**src/rtl/sdram_init_monitor_if.sv**
```systemverilog
// SDRAM command-bus tap and init-monitor status bundle.
// The master drives the command pins; the slave is the monitor that reports status.
interface sdram_init_monitor_if;
  logic [3:0]  cmd_reg;
  logic [11:0] sdram_addr;
  logic        init_done;
  logic        err;
  logic [2:0]  err_code;
  logic [11:0] mode_reg;
  logic [7:0]  refresh_cnt;
  logic [2:0]  state;

  modport master (
    output cmd_reg, sdram_addr,
    input  init_done, err, err_code, mode_reg, refresh_cnt, state
  );

  modport slave (
    input  cmd_reg, sdram_addr,
    output init_done, err, err_code, mode_reg, refresh_cnt, state
  );
endinterface

```
**src/rtl/sdram_init_monitor.sv**
```systemverilog
// Samples the SDRAM command bus like the device does and checks the power-up
// sequence PRE-all -> 2x AUTO_REFRESH -> MODE_SET, its command gaps and mode value.
module sdram_init_monitor #(
  parameter int unsigned T_POWERUP = 10001,
  parameter int unsigned T_RP      = 1,
  parameter int unsigned T_RFC     = 4,
  parameter int unsigned T_MRD     = 2
) (
  input logic                 sclk,
  input logic                 reset,
  sdram_init_monitor_if.slave bus
);
  localparam logic [2:0] S_PWR      = 3'd0;
  localparam logic [2:0] S_WAIT_PRE = 3'd1;
  localparam logic [2:0] S_WAIT_AR1 = 3'd2;
  localparam logic [2:0] S_WAIT_AR2 = 3'd3;
  localparam logic [2:0] S_WAIT_MRS = 3'd4;
  localparam logic [2:0] S_WAIT_MRD = 3'd5;
  localparam logic [2:0] S_DONE     = 3'd6;
  localparam logic [2:0] S_ERR      = 3'd7;

  localparam logic [2:0] C_NOP = 3'd0;
  localparam logic [2:0] C_PRE = 3'd1;
  localparam logic [2:0] C_AR  = 3'd2;
  localparam logic [2:0] C_MRS = 3'd3;
  localparam logic [2:0] C_OTH = 3'd4;

  localparam logic [2:0] E_NONE  = 3'd0;
  localparam logic [2:0] E_ORDER = 3'd1;
  localparam logic [2:0] E_GAP   = 3'd2;
  localparam logic [2:0] E_A10   = 3'd3;
  localparam logic [2:0] E_MODE  = 3'd4;

  localparam int unsigned      PWR_W    = (T_POWERUP < 2) ? 1 : $clog2(T_POWERUP + 1);
  localparam logic [PWR_W-1:0] PWR_LAST = PWR_W'(T_POWERUP);
  localparam logic [PWR_W-1:0] PWR_ONE  = PWR_W'(1);
  localparam logic [3:0]       RP_MIN   = 4'(T_RP);
  localparam logic [3:0]       RFC_MIN  = 4'(T_RFC);
  localparam logic [3:0]       MRD_MIN  = 4'(T_MRD);

  function automatic logic [2:0] decode_cmd(input logic [3:0] c);
    logic [2:0] k;
    if (c[3] || c == 4'b0111) k = C_NOP;
    else begin
      case (c)
        4'b0010: k = C_PRE;
        4'b0001: k = C_AR;
        4'b0000: k = C_MRS;
        default: k = C_OTH;
      endcase
    end
    return k;
  endfunction

  // CAS latency 2/3 only; burst length 1/2/4/8 or full page; A3 (burst type) is free.
  function automatic logic mode_legal(input logic [11:0] a);
    logic cl_ok;
    logic bl_ok;
    cl_ok = (a[6:4] == 3'b010) || (a[6:4] == 3'b011);
    bl_ok = (a[2] == 1'b0) || (a[2:0] == 3'b111);
    return (a[11:7] == 5'd0) && cl_ok && bl_ok;
  endfunction

  function automatic logic [3:0] sat_inc4(input logic [3:0] v);
    return (v == 4'hF) ? v : v + 4'd1;
  endfunction

  function automatic logic [7:0] sat_inc8(input logic [7:0] v);
    return (v == 8'hFF) ? v : v + 8'd1;
  endfunction

  logic [2:0]       state_q, state_d;
  logic [PWR_W-1:0] pwr_cnt_q, pwr_cnt_d;
  logic [3:0]       gap_cnt_q, gap_cnt_d;
  logic [2:0]       prev_kind_q, prev_kind_d;
  logic             init_done_q, init_done_d;
  logic             err_q, err_d;
  logic [2:0]       err_code_q, err_code_d;
  logic [11:0]      mode_reg_q, mode_reg_d;
  logic [7:0]       refresh_cnt_q, refresh_cnt_d;

  logic [2:0] cmd_kind;
  logic       is_nop;
  logic [2:0] eff_state;
  logic [3:0] gap_eff;
  logic       checking;
  logic [2:0] exp_kind;
  logic [3:0] gap_min;
  logic [2:0] err_cause;

  always_comb begin
    cmd_kind  = decode_cmd(bus.cmd_reg);
    is_nop    = (cmd_kind == C_NOP);
    eff_state = state_q;
    gap_eff   = gap_cnt_q;
    // The edge that closes the power-up window (or the MRD wait) already judges
    // its own sample under the following state.
    if (state_q == S_PWR && pwr_cnt_q == PWR_LAST) begin
      eff_state = S_WAIT_PRE;
      gap_eff   = 4'hF;
    end else if (state_q == S_WAIT_MRD && gap_cnt_q >= MRD_MIN) begin
      eff_state = S_DONE;
    end
    checking = (eff_state != S_PWR) && (eff_state != S_ERR);

    case (eff_state)
      S_WAIT_PRE:             exp_kind = C_PRE;
      S_WAIT_AR1, S_WAIT_AR2: exp_kind = C_AR;
      S_WAIT_MRS:             exp_kind = C_MRS;
      default:                exp_kind = C_NOP;
    endcase

    case (prev_kind_q)
      C_PRE:   gap_min = RP_MIN;
      C_AR:    gap_min = RFC_MIN;
      C_MRS:   gap_min = MRD_MIN;
      default: gap_min = 4'd0;
    endcase

    err_cause = E_NONE;
    if (checking && !is_nop) begin
      if (eff_state != S_DONE && cmd_kind != exp_kind)
        err_cause = E_ORDER;
      else if (gap_eff < gap_min)
        err_cause = E_GAP;
      else if (cmd_kind == C_PRE && eff_state == S_WAIT_PRE && !bus.sdram_addr[10])
        err_cause = E_A10;
      else if (cmd_kind == C_MRS && !mode_legal(bus.sdram_addr))
        err_cause = E_MODE;
    end

    state_d       = state_q;
    pwr_cnt_d     = pwr_cnt_q;
    gap_cnt_d     = gap_cnt_q;
    prev_kind_d   = prev_kind_q;
    init_done_d   = init_done_q;
    err_d         = err_q;
    err_code_d    = err_code_q;
    mode_reg_d    = mode_reg_q;
    refresh_cnt_d = refresh_cnt_q;

    if (eff_state == S_PWR) pwr_cnt_d = pwr_cnt_q + PWR_ONE;

    if (checking) begin
      gap_cnt_d = is_nop ? sat_inc4(gap_eff) : 4'd1;
      state_d   = eff_state;
      if (err_cause != E_NONE) begin
        state_d     = S_ERR;
        err_d       = 1'b1;
        err_code_d  = err_cause;
        init_done_d = 1'b0;
      end else begin
        if (!is_nop) prev_kind_d = cmd_kind;
        if (eff_state == S_DONE) init_done_d = 1'b1;
        if (cmd_kind == C_MRS) mode_reg_d = bus.sdram_addr;
        if (cmd_kind == C_AR && eff_state == S_DONE) refresh_cnt_d = sat_inc8(refresh_cnt_q);
        if (!is_nop && eff_state != S_DONE) state_d = eff_state + 3'd1;
      end
    end
  end

  always_ff @(posedge sclk) begin
    if (!reset) begin
      state_q       <= S_PWR;
      pwr_cnt_q     <= '0;
      gap_cnt_q     <= 4'd0;
      prev_kind_q   <= C_NOP;
      init_done_q   <= 1'b0;
      err_q         <= 1'b0;
      err_code_q    <= E_NONE;
      mode_reg_q    <= 12'd0;
      refresh_cnt_q <= 8'd0;
    end else begin
      state_q       <= state_d;
      pwr_cnt_q     <= pwr_cnt_d;
      gap_cnt_q     <= gap_cnt_d;
      prev_kind_q   <= prev_kind_d;
      init_done_q   <= init_done_d;
      err_q         <= err_d;
      err_code_q    <= err_code_d;
      mode_reg_q    <= mode_reg_d;
      refresh_cnt_q <= refresh_cnt_d;
    end
  end

  assign bus.init_done   = init_done_q;
  assign bus.err         = err_q;
  assign bus.err_code    = err_code_q;
  assign bus.mode_reg    = mode_reg_q;
  assign bus.refresh_cnt = refresh_cnt_q;
  assign bus.state       = state_q;
endmodule

```
**src/flat_wrapper.sv**
```systemverilog
// flat-port wrapper written by rule: the top's interface ports become plain ports
module sdram_init_monitor_flat 
#(
  parameter int unsigned T_POWERUP = 10001,
  parameter int unsigned T_RP      = 1,
  parameter int unsigned T_RFC     = 4,
  parameter int unsigned T_MRD     = 2
)
  (sclk, reset, bus_cmd_reg, bus_sdram_addr, bus_init_done, bus_err, bus_err_code, bus_mode_reg, bus_refresh_cnt, bus_state);
  sdram_init_monitor_if bus_i ();
  input logic sclk;
  input logic reset;
  input wire logic [$bits(bus_i.cmd_reg)-1:0] bus_cmd_reg;
  input wire logic [$bits(bus_i.sdram_addr)-1:0] bus_sdram_addr;
  output wire logic [$bits(bus_i.init_done)-1:0] bus_init_done;
  output wire logic [$bits(bus_i.err)-1:0] bus_err;
  output wire logic [$bits(bus_i.err_code)-1:0] bus_err_code;
  output wire logic [$bits(bus_i.mode_reg)-1:0] bus_mode_reg;
  output wire logic [$bits(bus_i.refresh_cnt)-1:0] bus_refresh_cnt;
  output wire logic [$bits(bus_i.state)-1:0] bus_state;
  assign bus_i.cmd_reg = bus_cmd_reg;
  assign bus_i.sdram_addr = bus_sdram_addr;
  assign bus_init_done = bus_i.init_done;
  assign bus_err = bus_i.err;
  assign bus_err_code = bus_i.err_code;
  assign bus_mode_reg = bus_i.mode_reg;
  assign bus_refresh_cnt = bus_i.refresh_cnt;
  assign bus_state = bus_i.state;
  sdram_init_monitor #(.T_POWERUP(T_POWERUP), .T_RP(T_RP), .T_RFC(T_RFC), .T_MRD(T_MRD)) u_core (.sclk(sclk), .reset(reset), .bus(bus_i));
endmodule
```
**config.mk**
```make
export PLATFORM = sky130hd
export DESIGN_NAME = sdram_init_monitor_flat
export DESIGN_NICKNAME = d
export VERILOG_FILES = /design/src/rtl/sdram_init_monitor_if.sv /design/src/rtl/sdram_init_monitor.sv /design/src/flat_wrapper.sv
export SDC_FILE = /design/constraint.sdc
export NUM_CORES = 1
export LEC_CHECK = 0
export ABC_AREA = 0
export CELL_PAD_IN_SITES_DETAIL_PLACEMENT = 0
export CELL_PAD_IN_SITES_GLOBAL_PLACEMENT = 1
export CORE_MARGIN = 4
export CORE_UTILIZATION = 43
export DETAILED_ROUTE_END_ITERATION = 16
export HOLD_SLACK_MARGIN = 0.12
export PLACE_DENSITY_LB_ADDON = 0.1
export REMOVE_ABC_BUFFERS = 1
export SYNTH_ARGS = -nofsm -noshare
export SYNTH_HDL_FRONTEND = slang
export SYNTH_SLANG_ARGS = --single-unit
```
**constraint.sdc**
```tcl
create_clock -name sclk -period 5.1 [get_ports sclk]
set_clock_uncertainty 0.1 [all_clocks]
set_input_delay 1.275 -clock sclk [delete_from_list [all_inputs] [get_ports sclk]]
set_output_delay 1.275 -clock sclk [all_outputs]
set_load 0.05 [all_outputs]
```
== Yosys cells after proc, flatten, opt, wreduce, memory -nomap -nowiden ==
Cells that the tools add are included.
Operators by class
  $add $sub $neg: 4
  $lt $le $gt $ge: 2
  eq/ne operators: 24
  mux-type cells: 18
  bitwise gates (word level): 4
  reductions and logical operators: 32
Operator list (count)
  two-way mux 3 bit: 10
  equality test 3 x 2 -> 1 bit, second input constant: 8
  case mux 3 bit (3 select lines): 2
  adder 14 x 1 -> 14 bit, second input constant: 1
  equality test 14 bit, second input constant: 1
  equality test 3 bit, second input constant: 4
  logical AND 1 bit: 12
  two-way mux 4 bit: 3
  equality test 3 x 1 -> 1 bit, second input constant: 3
  zero test 3 bit: 3
  adder 8 x 1 -> 8 bit, second input constant: 1
  equality test 8 bit, second input constant: 1
  != test 3 bit, second input constant: 2
  case mux 2 bit (3 select lines): 1
  AND reduction 3 bit: 2
  nonzero test 3 bit: 2
  zero test 5 bit: 1
  adder 4 x 1 -> 4 bit, second input constant: 1
  equality test 4 x 1 -> 1 bit, second input constant: 1
  equality test 4 x 2 -> 1 bit, second input constant: 1
  equality test 4 x 3 -> 1 bit, second input constant: 1
  equality test 4 bit, second input constant: 1
  greater-or-equal comparator 4 x 2 -> 1 bit, second input constant: 1
  zero test 4 bit: 1
  other kinds (11): 20
Word-level totals
  bits in registers: 49
  output and inout bits: 28

== Logic depth before layout (Yosys ltp) ==
Gate-level depths: netlist of run 1.
  depth in word-level cells: 14
  depth in mapped cells: 15
  depth with buffers taken out: 13

== Worst setup path before layout of run 1 ==
No wires, ideal clock.
  path kind: reg-to-reg
  from: reg u_core.state_q[2], in the netlist u_core.bus.state[2]
  to: reg u_core.mode_reg_q[0], in the netlist u_core.bus.mode_reg[0]
  arrival: 3.512 ns
  slack: 1.416 ns
  cell stages (with the launch flop): 14
  clock period less this slack: 3.684 ns
  path through: dfxtp_1 > buf_6 > and4bb_1 > nand4_1 > clkbuf_1 > nand2_1 > ha_1 > ha_1 > nor3b_1 > o21ai_0 > a211oi_2 > o211ai_2 > a211oi_4 > mux2i_1
Between the ends
  word-level cells in the longest chain between the ends: 14
  elaborated cells between the ends (all ways): 30
  classes of those cells: order compare (1); eq/ne (8); mux (8); bitwise (1); reduce/logical (12)
RTL lines
  start: declaration: line sdram_init_monitor.sv:72  | logic [2:0] state_q, state_d;
  start signal: assignment: line sdram_init_monitor.sv:174  | state_q <= state_d;
  equality test 3 bit: line sdram_init_monitor.sv:101  | end else if (state_q == S_WAIT_MRD && gap_cnt_q >= MRD_MIN) begin
  logical AND 1 bit: line sdram_init_monitor.sv:101
  two-way mux 3 bit: line sdram_init_monitor.sv:101
  two-way mux 3 bit: line sdram_init_monitor.sv:98  | if (state_q == S_PWR && pwr_cnt_q == PWR_LAST) begin
  equality test 3 x 2 -> 1 bit or equality test 3 x 1 -> 1 bit (tied branches): line sdram_init_monitor.sv:106, sdram_init_monitor.sv:126
  OR reduction 2 bit or logical AND 1 bit (tied branches): line sdram_init_monitor.sv:106, sdram_init_monitor.sv:126
  case mux 2 bit (3 select lines) or logical AND 1 bit (tied branches): line sdram_init_monitor.sv:106, sdram_init_monitor.sv:126
  != test 3 x 2 -> 1 bit or two-way mux 3 bit (tied branches): line sdram_init_monitor.sv:122, sdram_init_monitor.sv:126
  logical AND 1 bit or two-way mux 3 bit (tied branches): line sdram_init_monitor.sv:122, sdram_init_monitor.sv:124
  two-way mux 3 bit: line sdram_init_monitor.sv:122  | if (eff_state != S_DONE && cmd_kind != exp_kind)
  two-way mux 3 bit: line sdram_init_monitor.sv:121  | if (checking && !is_nop) begin
  nonzero test 3 bit: line sdram_init_monitor.sv:147  | if (err_cause != E_NONE) begin
  NOT 1 bit (no source line)
  AND reduction 3 bit (no source line) *
  end signal: assignment: line sdram_init_monitor.sv:181  | mode_reg_q <= mode_reg_d;
  end: declaration: line sdram_init_monitor.sv:79  | logic [11:0] mode_reg_q, mode_reg_d;
Mark *: on every way between the ends. The rest lies on a longest branch, timed or not.
A chain may end at the register's enable or synchronous reset.

== Worst setup path after layout of run 1 ==
  from: reg u_core.pwr_cnt_q[3]
  to: reg u_core.mode_reg_q[7], in the netlist u_core.bus.mode_reg[7]
Between the ends
  word-level cells in the longest chain between the ends: 13
  elaborated cells between the ends (all ways): 27
  classes of those cells: order compare (1); eq/ne (8); mux (7); bitwise (1); reduce/logical (10)
RTL lines
  start: declaration: line sdram_init_monitor.sv:73  | logic [PWR_W-1:0] pwr_cnt_q, pwr_cnt_d;
  start signal: assignment: line sdram_init_monitor.sv:175  | pwr_cnt_q <= pwr_cnt_d;
  equality test 14 bit *: line sdram_init_monitor.sv:98
  logical AND 1 bit *: line sdram_init_monitor.sv:98
  two-way mux 3 bit: line sdram_init_monitor.sv:98
  equality test 3 x 2 -> 1 bit or equality test 3 x 1 -> 1 bit (tied branches): line sdram_init_monitor.sv:106, sdram_init_monitor.sv:126
  OR reduction 2 bit or logical AND 1 bit (tied branches): line sdram_init_monitor.sv:106, sdram_init_monitor.sv:126
  case mux 2 bit (3 select lines) or logical AND 1 bit (tied branches): line sdram_init_monitor.sv:106, sdram_init_monitor.sv:126
  != test 3 x 2 -> 1 bit or two-way mux 3 bit (tied branches): line sdram_init_monitor.sv:122, sdram_init_monitor.sv:126
  logical AND 1 bit or two-way mux 3 bit (tied branches): line sdram_init_monitor.sv:122, sdram_init_monitor.sv:124
  two-way mux 3 bit: line sdram_init_monitor.sv:122
  two-way mux 3 bit: line sdram_init_monitor.sv:121
  nonzero test 3 bit: line sdram_init_monitor.sv:147
  NOT 1 bit (no source line)
  AND reduction 3 bit (no source line) *
Marks and branches as above.

==> results.json, run 1 <==
{
  "status": "finished clean",
  "core_area_um2": 5920,
  "final_max_slew_viol_count": 0,
  "clkLatencyLatePin_ns": 0.30,
  "grt_pass1_wl_um": 10200,
  "die_y_um": 86.3,
  "ys_seq_elements": 49,
  "rows": 28,
  "worstPathArrival_ns": 3.92,
  "syn_area_um2": 2640,
  "critical_path.max_stage_delay_ns": 0.55,
  "cap_violations": 0,
  "grt_max_degree": 32,
  "r2r_slack_ns": 1.26,
  "root_buffer": "clkbuf_8",
  "cts_hold_buf": 0,
  "setup_viol": 0,
  "largest_reg_flops": 14,
  "clockBufferDepth": 2,
  "tightestPinTransition_ns": 0.632,
  "required_ns": 5.18,
  "drive_above_1_share": 0.0866,
  "critPathMaxFanout": 12,
  "hold_violations": 0,
  "drt_iter0_markers": 160,
  "gp_congestion": 0.801,
  "max_freq_ghz": 0.260,
  "cts_buffers": 5,
  "async_flop_share": 0,
  "met3_usage": 0.0390,
  "ant_nets": 0,
  "finalCritPeriodShare": 0.754,
  "grt_busiest_layer": "met2",
  "final_common_cell": "dfxtp_1",
  "finalSetupTns_ns": 0,
  "remaining_drc_errors": 0,
  "maxSlewHeadroom": 0.579,
  "cts_tree": "done",
  "startpoint_type": "register",
  "seq_area_um2": 981,
  "area_growth_pct": 21.2,
  "dieArea_um2": 7450,
  "synth_cell_type_count": 63,
  "path_clk_slew_ns": 0.09,
  "synth_edf_count": 0,
  "crit_slowest_cell": "a21oi_1",
  "min_to": "u_core.bus.mode_reg[2]",
  "wl_per_cell_um": 14.5,
  "synth_seq_area_share": 0.372,
  "reg2reg_depth": 10,
  "drt_wl_total_um": 5930,
  "p_leak_nw": 1.18,
  "fin_crit_ns": 3.84,
  "cts.sinks": 49,
  "drt-pass1-iter-count": 4,
  "vias_per_cell": 5.42,
  "multiInputGateArea_um2": 1540,
  "antenna_found_initial": 0,
  "postCtsSetupBuffers": 0,
  "track_usage": 0.168,
  "yosys_warnings": 0,
  "grt_overflow": 0,
  "diodes": 0,
  "fillers": 577,
  "worstPathCellList": "nor4b_1, nand4_1, nand2_1, inv_1, ha_1, nor2b_1, a21oi_1, nand2_1, a211oi_2, nor3b_1",
  "end_kind": "register",
  "regToRegEndpoint": "u_core.bus.mode_reg[7]",
  "total_power_w": 0.00115,
  "min_path_cells": 2,
  "rsz0062_at_grt": "false",
  "ir_drop_v": 0.000142,
  "die_x_um": 86.3,
  "r2r_start": "u_core.pwr_cnt_q[3]",
  "fin_nets": 363,
  "postSynthAreaPerCell_um2": 9.01,
  "num_vias": 2224,
  "io_buffers": 45,
  "netlist_instances": 293,
  "h-tree-depth": 2,
  "final_cell_mix": "dfxtp_1, clkdlybuf4s50_1, nor2_1",
  "use_met2": 0.250,
  "p_per_area_nw_per_um2": 358,
  "grt_pass1_vias": 2096,
  "critPathKind": "reg2reg",
  "ios": 46,
  "synthFlopType": "dfxtp_1",
  "initial_utilization": 0.446,
  "post_cts_resized": 0,
  "grt.met1_usage": 0.239,
  "cpMostUsedCell": "nand2_1",
  "holdCritStartpoint": "u_core.bus.mode_reg[2]",
  "hp-class": "reg2reg",
  "dp_hpwl_um": 4230
}
how the worst max path moves through the flow:
stage | start | to | slack [ns] | cells past startpoint
CTS | u_core.pwr_cnt_q[2] | u_core.bus.mode_reg[0] | 1.24 | 10
finish | u_core.pwr_cnt_q[3] | u_core.bus.mode_reg[7] | 1.26 | 10
global placement | bus_cmd_reg[3] | u_core.bus.mode_reg[2] | 1.30 | 7
floorplan | u_core.bus.state[2] | u_core.bus.mode_reg[0] | 1.51 | 11
global route | u_core.pwr_cnt_q[9] | u_core.bus.mode_reg[7] | 0.82 | 10
detailed placement | bus_cmd_reg[3] | u_core.bus.mode_reg[0] | 1.27 | 7
metrics by stage:
stage	worst slack (ns)	utilization	area, µm²	std cells	hold WS (ns)
6_report	1.26	0.540	3200	410	0.362
5_1_grt	0.818	0.540	3200	410	0.389
4_1_cts	1.24	0.540	3200	410	0.367
3_5_place_dp	1.27	0.526	3110	402	0.352
3_3_place_gp	1.30	0.526	3110	402	0.341
2_1_floorplan	1.51	-	2550	280	0.377
per-layer routing:
metal / wire [µm] / up-vias / share of wire
li1: - / 1130 / -
met1: 2870 / 1030 / 0.48
met2: 2590 / 53 / 0.44
met3: 338 / 11 / 0.057
met4: 137 / 0 / 0.023
met5: 0 / - / 0
critical path: cells and delay by family (launching register included):
family	cells	cell delay (ns)
AND/OR/NAND/NOR	6	1.82
AO/OA/AOI/OAI	2	1.07
flip-flops	1	0.35
adder cells (fa/ha/maj)	1	0.26
buffers and inverters	1	0.10
Yosys cell counts, types with 3 or more instances:
library cell	n	share of area
dfxtp_1	49	0.37
nor2_1	32	0.046
nand2_1	27	0.038
xor2_1	14	0.046
a21oi_1	13	0.025
ha_1	11	0.052
mux2i_1	10	0.038
nand3_1	10	0.019
o21ai_0	10	0.019
clkbuf_1	7	0.010
inv_1	7	0.010
nand4_1	7	0.017
nor3b_1	7	0.020
and3_1	5	0.012
nand2b_1	5	0.012
xnor2_1	5	0.017
a31oi_1	4	0.0095
nor2b_1	4	0.0095
a211oi_1	3	0.0085
buf_6	3	0.013
nor3_1	3	0.0057
o31ai_1	3	0.0085
or4_1	3	0.0085
cells by family after synthesis:
group	count (synthesis)	synth area share
AND/OR/NAND/NOR	122	0.250
AO/OA/AOI/OAI	59	0.172
multiplexers	12	0.0465
adder cells (fa/ha/maj)	11	0.0522
flip-flops	49	0.372
XOR/XNOR	19	0.0631
buffers and inverters	21	0.0441
final cells by class:
| type | count | area share |
|---|---|---|
| Clock buffer | 5 | 0.0215 |
| Clock inverter | 3 | 0.00548 |
| Inverter | 8 | 0.00939 |
| Tap cell | 75 | 0.0293 |
| Sequential cell | 49 | 0.307 |
| Timing Repair Buffer | 47 | 0.146 |
| Multi-Input combinational cell | 223 | 0.482 |
report_power, final:
group | switching (W) | internal, W | total, W | leakage (nW)
Combinational | 0.000287 | 0.000174 | 0.000461 | 0.743
Sequential | 0.0000390 | 0.000418 | 0.000457 | 0.397
Clock | 0.000132 | 0.0000949 | 0.000227 | 0.0439
Note: power is estimated with default switching activity, not from simulation.
==> run 2, diff against run 1 <==
--- a/config.mk
+++ b/config.mk
@@ -9,7 +9,7 @@
 export CELL_PAD_IN_SITES_DETAIL_PLACEMENT = 0
 export CELL_PAD_IN_SITES_GLOBAL_PLACEMENT = 1
 export CORE_MARGIN = 4
-export CORE_UTILIZATION = 43
+export CORE_UTILIZATION = 40
 export DETAILED_ROUTE_END_ITERATION = 16
 export HOLD_SLACK_MARGIN = 0.12
 export PLACE_DENSITY_LB_ADDON = 0.1
==> constraint.sdc (replaced) <==
create_clock -name sclk -period 3.95 [get_ports sclk]
set_clock_uncertainty 0.1 [all_clocks]
set_input_delay 0.9875 -clock sclk [delete_from_list [all_inputs] [get_ports sclk]]
set_output_delay 0.9875 -clock sclk [all_outputs]
set_load 0.05 [all_outputs]
==> results.json, run 2 (synthesis gave the netlist of run 1 again) <==
{
  "max_freq_ghz": 0.289,
  "maxSlewHeadroom": 0.622,
  "final_max_slew_viol_count": 0,
  "drt_iter0_markers": 155,
  "drt_wl_total_um": 6070,
  "status": "finished clean",
  "h-tree-depth": 2,
  "fin_crit_ns": 3.46,
  "required_ns": 4.02,
  "die_x_um": 89.2,
  "post_cts_resized": 0,
  "cp-startpoint": "u_core.bus.state[2]",
  "finalSetupTns_ns": 0,
  "path_clk_slew_ns": 0.10,
  "worstPathCellList": "and4bb_1, nand4_1, nand2_1, ha_1, ha_1, nor3b_1, o21ai_0, a211oi_2, o211ai_2, a211oi_2, nor3b_1",
  "finalCritPeriodShare": 0.877,
  "hp-class": "reg2reg",
  "holdCritStartpoint": "u_core.bus.err",
  "fin_nets": 365,
  "critPathKind": "reg2reg",
  "grt_pass1_vias": 2103,
  "antenna_found_initial": 0,
  "final_common_cell": "dfxtp_1",
  "ios": 46,
  "num_vias": 2221,
  "initial_utilization": 0.413,
  "fin_cells": 414,
  "dp_hpwl_um": 4460,
  "clkLatencyLatePin_ns": 0.30,
  "critPathMaxFanout": 12,
  "grt_pass1_wl_um": 9900,
  "die_y_um": 89.2,
  "startpoint_type": "register",
  "drt-pass1-iter-count": 4,
  "p_per_area_nw_per_um2": 485,
  "io_buffers": 45,
  "diodes": 0,
  "gp_congestion": 0.807,
  "vias_per_cell": 5.36,
  "cts.sinks": 49,
  "hold_violations": 0,
  "p_leak_nw": 1.21,
  "cts_tree": "done",
  "track_usage": 0.159,
  "drive_above_1_share": 0.0920,
  "dieArea_um2": 7960,
  "met1Wirelength_um": 3050,
  "dp_cells": 406,
  "ir_drop_v": 0.000241,
  "routed.top_layer": "met4",
  "ant_nets": 0,
  "final_cell_mix": "dfxtp_1, clkdlybuf4s50_1, nor2_1",
  "wl_per_cell_um": 14.7,
  "worstPathArrival_ns": 3.53,
  "seq_area_um2": 981,
  "multiInputGateArea_um2": 1540,
  "clockBufferDepth": 2,
  "rows": 29,
  "cts_buffers": 5,
  "tightestPinTransition_ns": 0.565,
  "critical_path.max_stage_delay_ns": 0.59,
  "largest_reg_flops": 14,
  "route.met2.wl_um": 2640,
  "setup_viol": 0,
  "remaining_drc_errors": 0,
  "end_kind": "register",
  "crit_slowest_cell": "dfxtp_1",
  "area_growth_pct": 23.1,
  "core_area_um2": 6390,
  "cap_violations": 0,
  "grt_max_degree": 22,
  "root_buffer": "clkbuf_8",
  "wl_met3_um": 281,
  "grt_overflow": 0,
  "fillers": 629,
  "cts_hold_buf": 0,
  "rsz0062_at_grt": "false",
  "postCtsSetupBuffers": 0,
  "r2r_start": "u_core.bus.state[2]"
}
## run 2: cell count changes in the layout (fill, tap and decap cells not counted)
cell       delta
clkinv_2      -2
bufinv_16     +1
buf_4         +2
clkbuf_8      +1
## run 2: per-stage QoR
stage	util	setup slack [ns]	hold WS, ns	area [µm²]	power [W]
3_5_place_dp	0.490	0.399	0.340	3130	0.00121
5_1_grt	0.509	0.133	0.399	3250	0.00169
2_1_floorplan	-	0.361	0.377	2550	0.00103
3_3_place_gp	0.490	0.514	0.340	3130	0.00121
4_1_cts	0.509	0.496	0.357	3250	0.00159
6_report	0.509	0.485	0.354	3250	0.00158
## run 2: layout make-up
type / instances / share of cell area
sequential: 49 / 0.302
clock buffer: 6 / 0.0254
tap: 77 / 0.0296
timing repair buffer: 49 / 0.148
clock inverter: 2 / 0.0116
multi-input combinational: 223 / 0.474
inverter: 8 / 0.00924
## run 2: final timing paths
kind / to / slack [ns] / cells after the start
setup reg to reg: u_core.bus.mode_reg[7] / 0.49 / 11
setup / recovery: u_core.bus.mode_reg[7] / 0.49 / 11
hold / removal: u_core.bus.err / 0.35 / 2
hold reg to reg: u_core.bus.err / 0.35 / 2
## run 2: critical path, delay by kind of cell (launching register included)
kind | cells | cell delay (ns)
AOI/OAI and AO/OA | 4 | 1.31
adders and majority gates | 2 | 0.50
DFF | 1 | 0.59
and+or+nand+nor | 5 | 0.82
## run 2: where the power goes
group / switching, W / internal (W) / total [W]
Combinational: 0.000374 / 0.000235 / 0.000609
Sequential: 0.0000493 / 0.000540 / 0.000589
Clock: 0.000173 / 0.000206 / 0.000379
Total: 0.000596 / 0.000981 / 0.00158
## run 2: metal layers
metal,vias to the layer above,global-route usage
li1,1132,-
met1,1040,0.217
met4,0,0.0460
met3,7,0.0323
met5,-,0
met2,42,0.255
==> run 3, diff against run 2 <==
--- a/config.mk
+++ b/config.mk
@@ -11,6 +11,7 @@
 export CORE_MARGIN = 4
 export CORE_UTILIZATION = 40
 export DETAILED_ROUTE_END_ITERATION = 16
+export GPL_TIMING_DRIVEN = 0
 export HOLD_SLACK_MARGIN = 0.12
 export PLACE_DENSITY_LB_ADDON = 0.1
 export REMOVE_ABC_BUFFERS = 1
==> results.json, run 3 (synthesis gave the netlist of run 1 again) <==
{
  "status": "finished clean",
  "cp-startpoint": "u_core.bus.state[2]",
  "drt_wl_total_um": 5790,
  "p_leak_nw": 1.19,
  "finalCritPeriodShare": 0.906,
  "fillers": 640,
  "fin_crit_ns": 3.58,
  "cts_tree": "done",
  "seq_area_um2": 981,
  "root_buffer": "clkbuf_8",
  "drt-pass1-iter-count": 4,
  "tightestPinTransition_ns": 0.950,
  "finish.utilization": 0.506,
  "final_common_cell": "dfxtp_1",
  "antenna_found_initial": 0,
  "p_per_area_nw_per_um2": 457,
  "remaining_drc_errors": 0,
  "holdCritStartpoint": "u_core.bus.err",
  "pre_cts_ws_ns": -0.241,
  "dieArea_um2": 7960,
  "required_ns": 4.08,
  "whs_ns": 0.358,
  "diodes": 0,
  "rows": 29,
  "multiInputGateArea_um2": 1550,
  "final_cell_mix": "dfxtp_1, clkdlybuf4s50_1, nor2_1",
  "r2r_start": "u_core.bus.state[2]",
  "fin_nets": 366,
  "die_x_um": 89.2,
  "area_growth_pct": 22.4,
  "hold_violations": 0,
  "track_usage": 0.151,
  "maxSlewHeadroom": 0.363,
  "ant_nets": 0,
  "cts_buffers": 5,
  "hp-class": "reg2reg",
  "grt_overflow": 0,
  "r2r_slack_ns": 0.37,
  "grt_pass1_wl_um": 9450,
  "dp_hpwl_um": 4190,
  "grt_pass1_vias": 2029,
  "end_kind": "register",
  "gp_congestion": 0.815,
  "critPathKind": "reg2reg",
  "final_max_slew_viol_count": 0,
  "clockBufferDepth": 2,
  "cts_hold_buf": 0,
  "setup_viol": 0,
  "num_vias": 2187,
  "cap_violations": 0,
  "ios": 46,
  "vias_per_cell": 5.28,
  "setup_slack_ns": 0.373,
  "cts.sinks": 49,
  "io_buffers": 45,
  "startpoint_type": "register",
  "grt_max_degree": 35,
  "h-tree-depth": 2,
  "ir_drop_v": 0.000242,
  "max_freq_ghz": 0.280,
  "drt_iter0_markers": 63,
  "core_area_um2": 6390,
  "path_clk_slew_ns": 0.09,
  "initial_utilization": 0.413,
  "clkLatencyLatePin_ns": 0.30,
  "drive_above_1_share": 0.0920,
  "wl_per_cell_um": 14.0,
  "worstPathArrival_ns": 3.71,
  "largest_reg_flops": 14,
  "rsz0062_at_grt": "false",
  "die_y_um": 89.2,
  "critPathMaxFanout": 12
}
## run 3: changes by cell type in the layout (fill, tap and decap cells not counted)
cell        delta
clkbuf_1       +1
clkinv_4       +1
clkbuf_8       -1
a211oi_4       +1
a21oi_2        +1
bufinv_16      -1
a21oi_1        -1
clkinvlp_4     -1
buf_4          +1
a211oi_2       -1
## run 3: where the power goes
group / total (W) / leakage (nW) / switching [W] / internal (W)
combinational: 0.000598 / 0.754 / 0.000373 / 0.000225
sequential: 0.000590 / 0.397 / 0.0000506 / 0.000540
clock: 0.000287 / 0.0412 / 0.000164 / 0.000123
## run 3: layout make-up
class	count	share of cell area
Clock buffer	6	0.0225
Multi-Input combinational cell	223	0.481
Sequential cell	49	0.304
Clock inverter	1	0.00271
Inverter	8	0.00930
Tap cell	77	0.0298
Timing Repair Buffer	50	0.151
## run 3: worst max-delay path: stages, from the launching register on
cell	delay, ns
dfxtp_1	0.59
and4bb_1	0.27
nand4_1	0.09
buf_4	0.16
nand2_1	0.14
ha_1	0.30
ha_1	0.23
nor3b_1	0.19
o21ai_0	0.12
a211oi_2	0.38
o211ai_2	0.24
a211oi_4	0.46
mux2i_1	0.22
## run 3: what timing repair did
item,CTS,global route
setup endpoints to repair,12,23
setup buffers,0,5
pin swaps,0,1
resized for setup,2,0
## run 3: per-stage QoR
stage	power [W]	std cells	area, µm²	TNS (ns)
floorplan	0.00103	280	2550	0
global placement	0.00120	402	3100	-2.34
detailed placement	0.00120	402	3100	-2.09
CTS	0.00150	409	3190	0
global route	0.00159	414	3230	0
finish	0.00148	414	3230	0
## run 3: worst paths after layout
check	endpoint	depth (start not counted)
min reg2reg	u_core.bus.err	2
min	u_core.bus.err	2
max reg2reg	u_core.bus.mode_reg[3]	12
max	u_core.bus.mode_reg[3]	12
## run 3: routing by layer
metal | vias up | routed length [µm] | global-route usage
li1 | 1134 | - | -
met1 | 1009 | 2700 | 0.199
met3 | 6 | 325 | 0.0387
met2 | 38 | 2710 | 0.246
met5 | - | 0 | 0
met4 | 0 | 59 | 0.0365
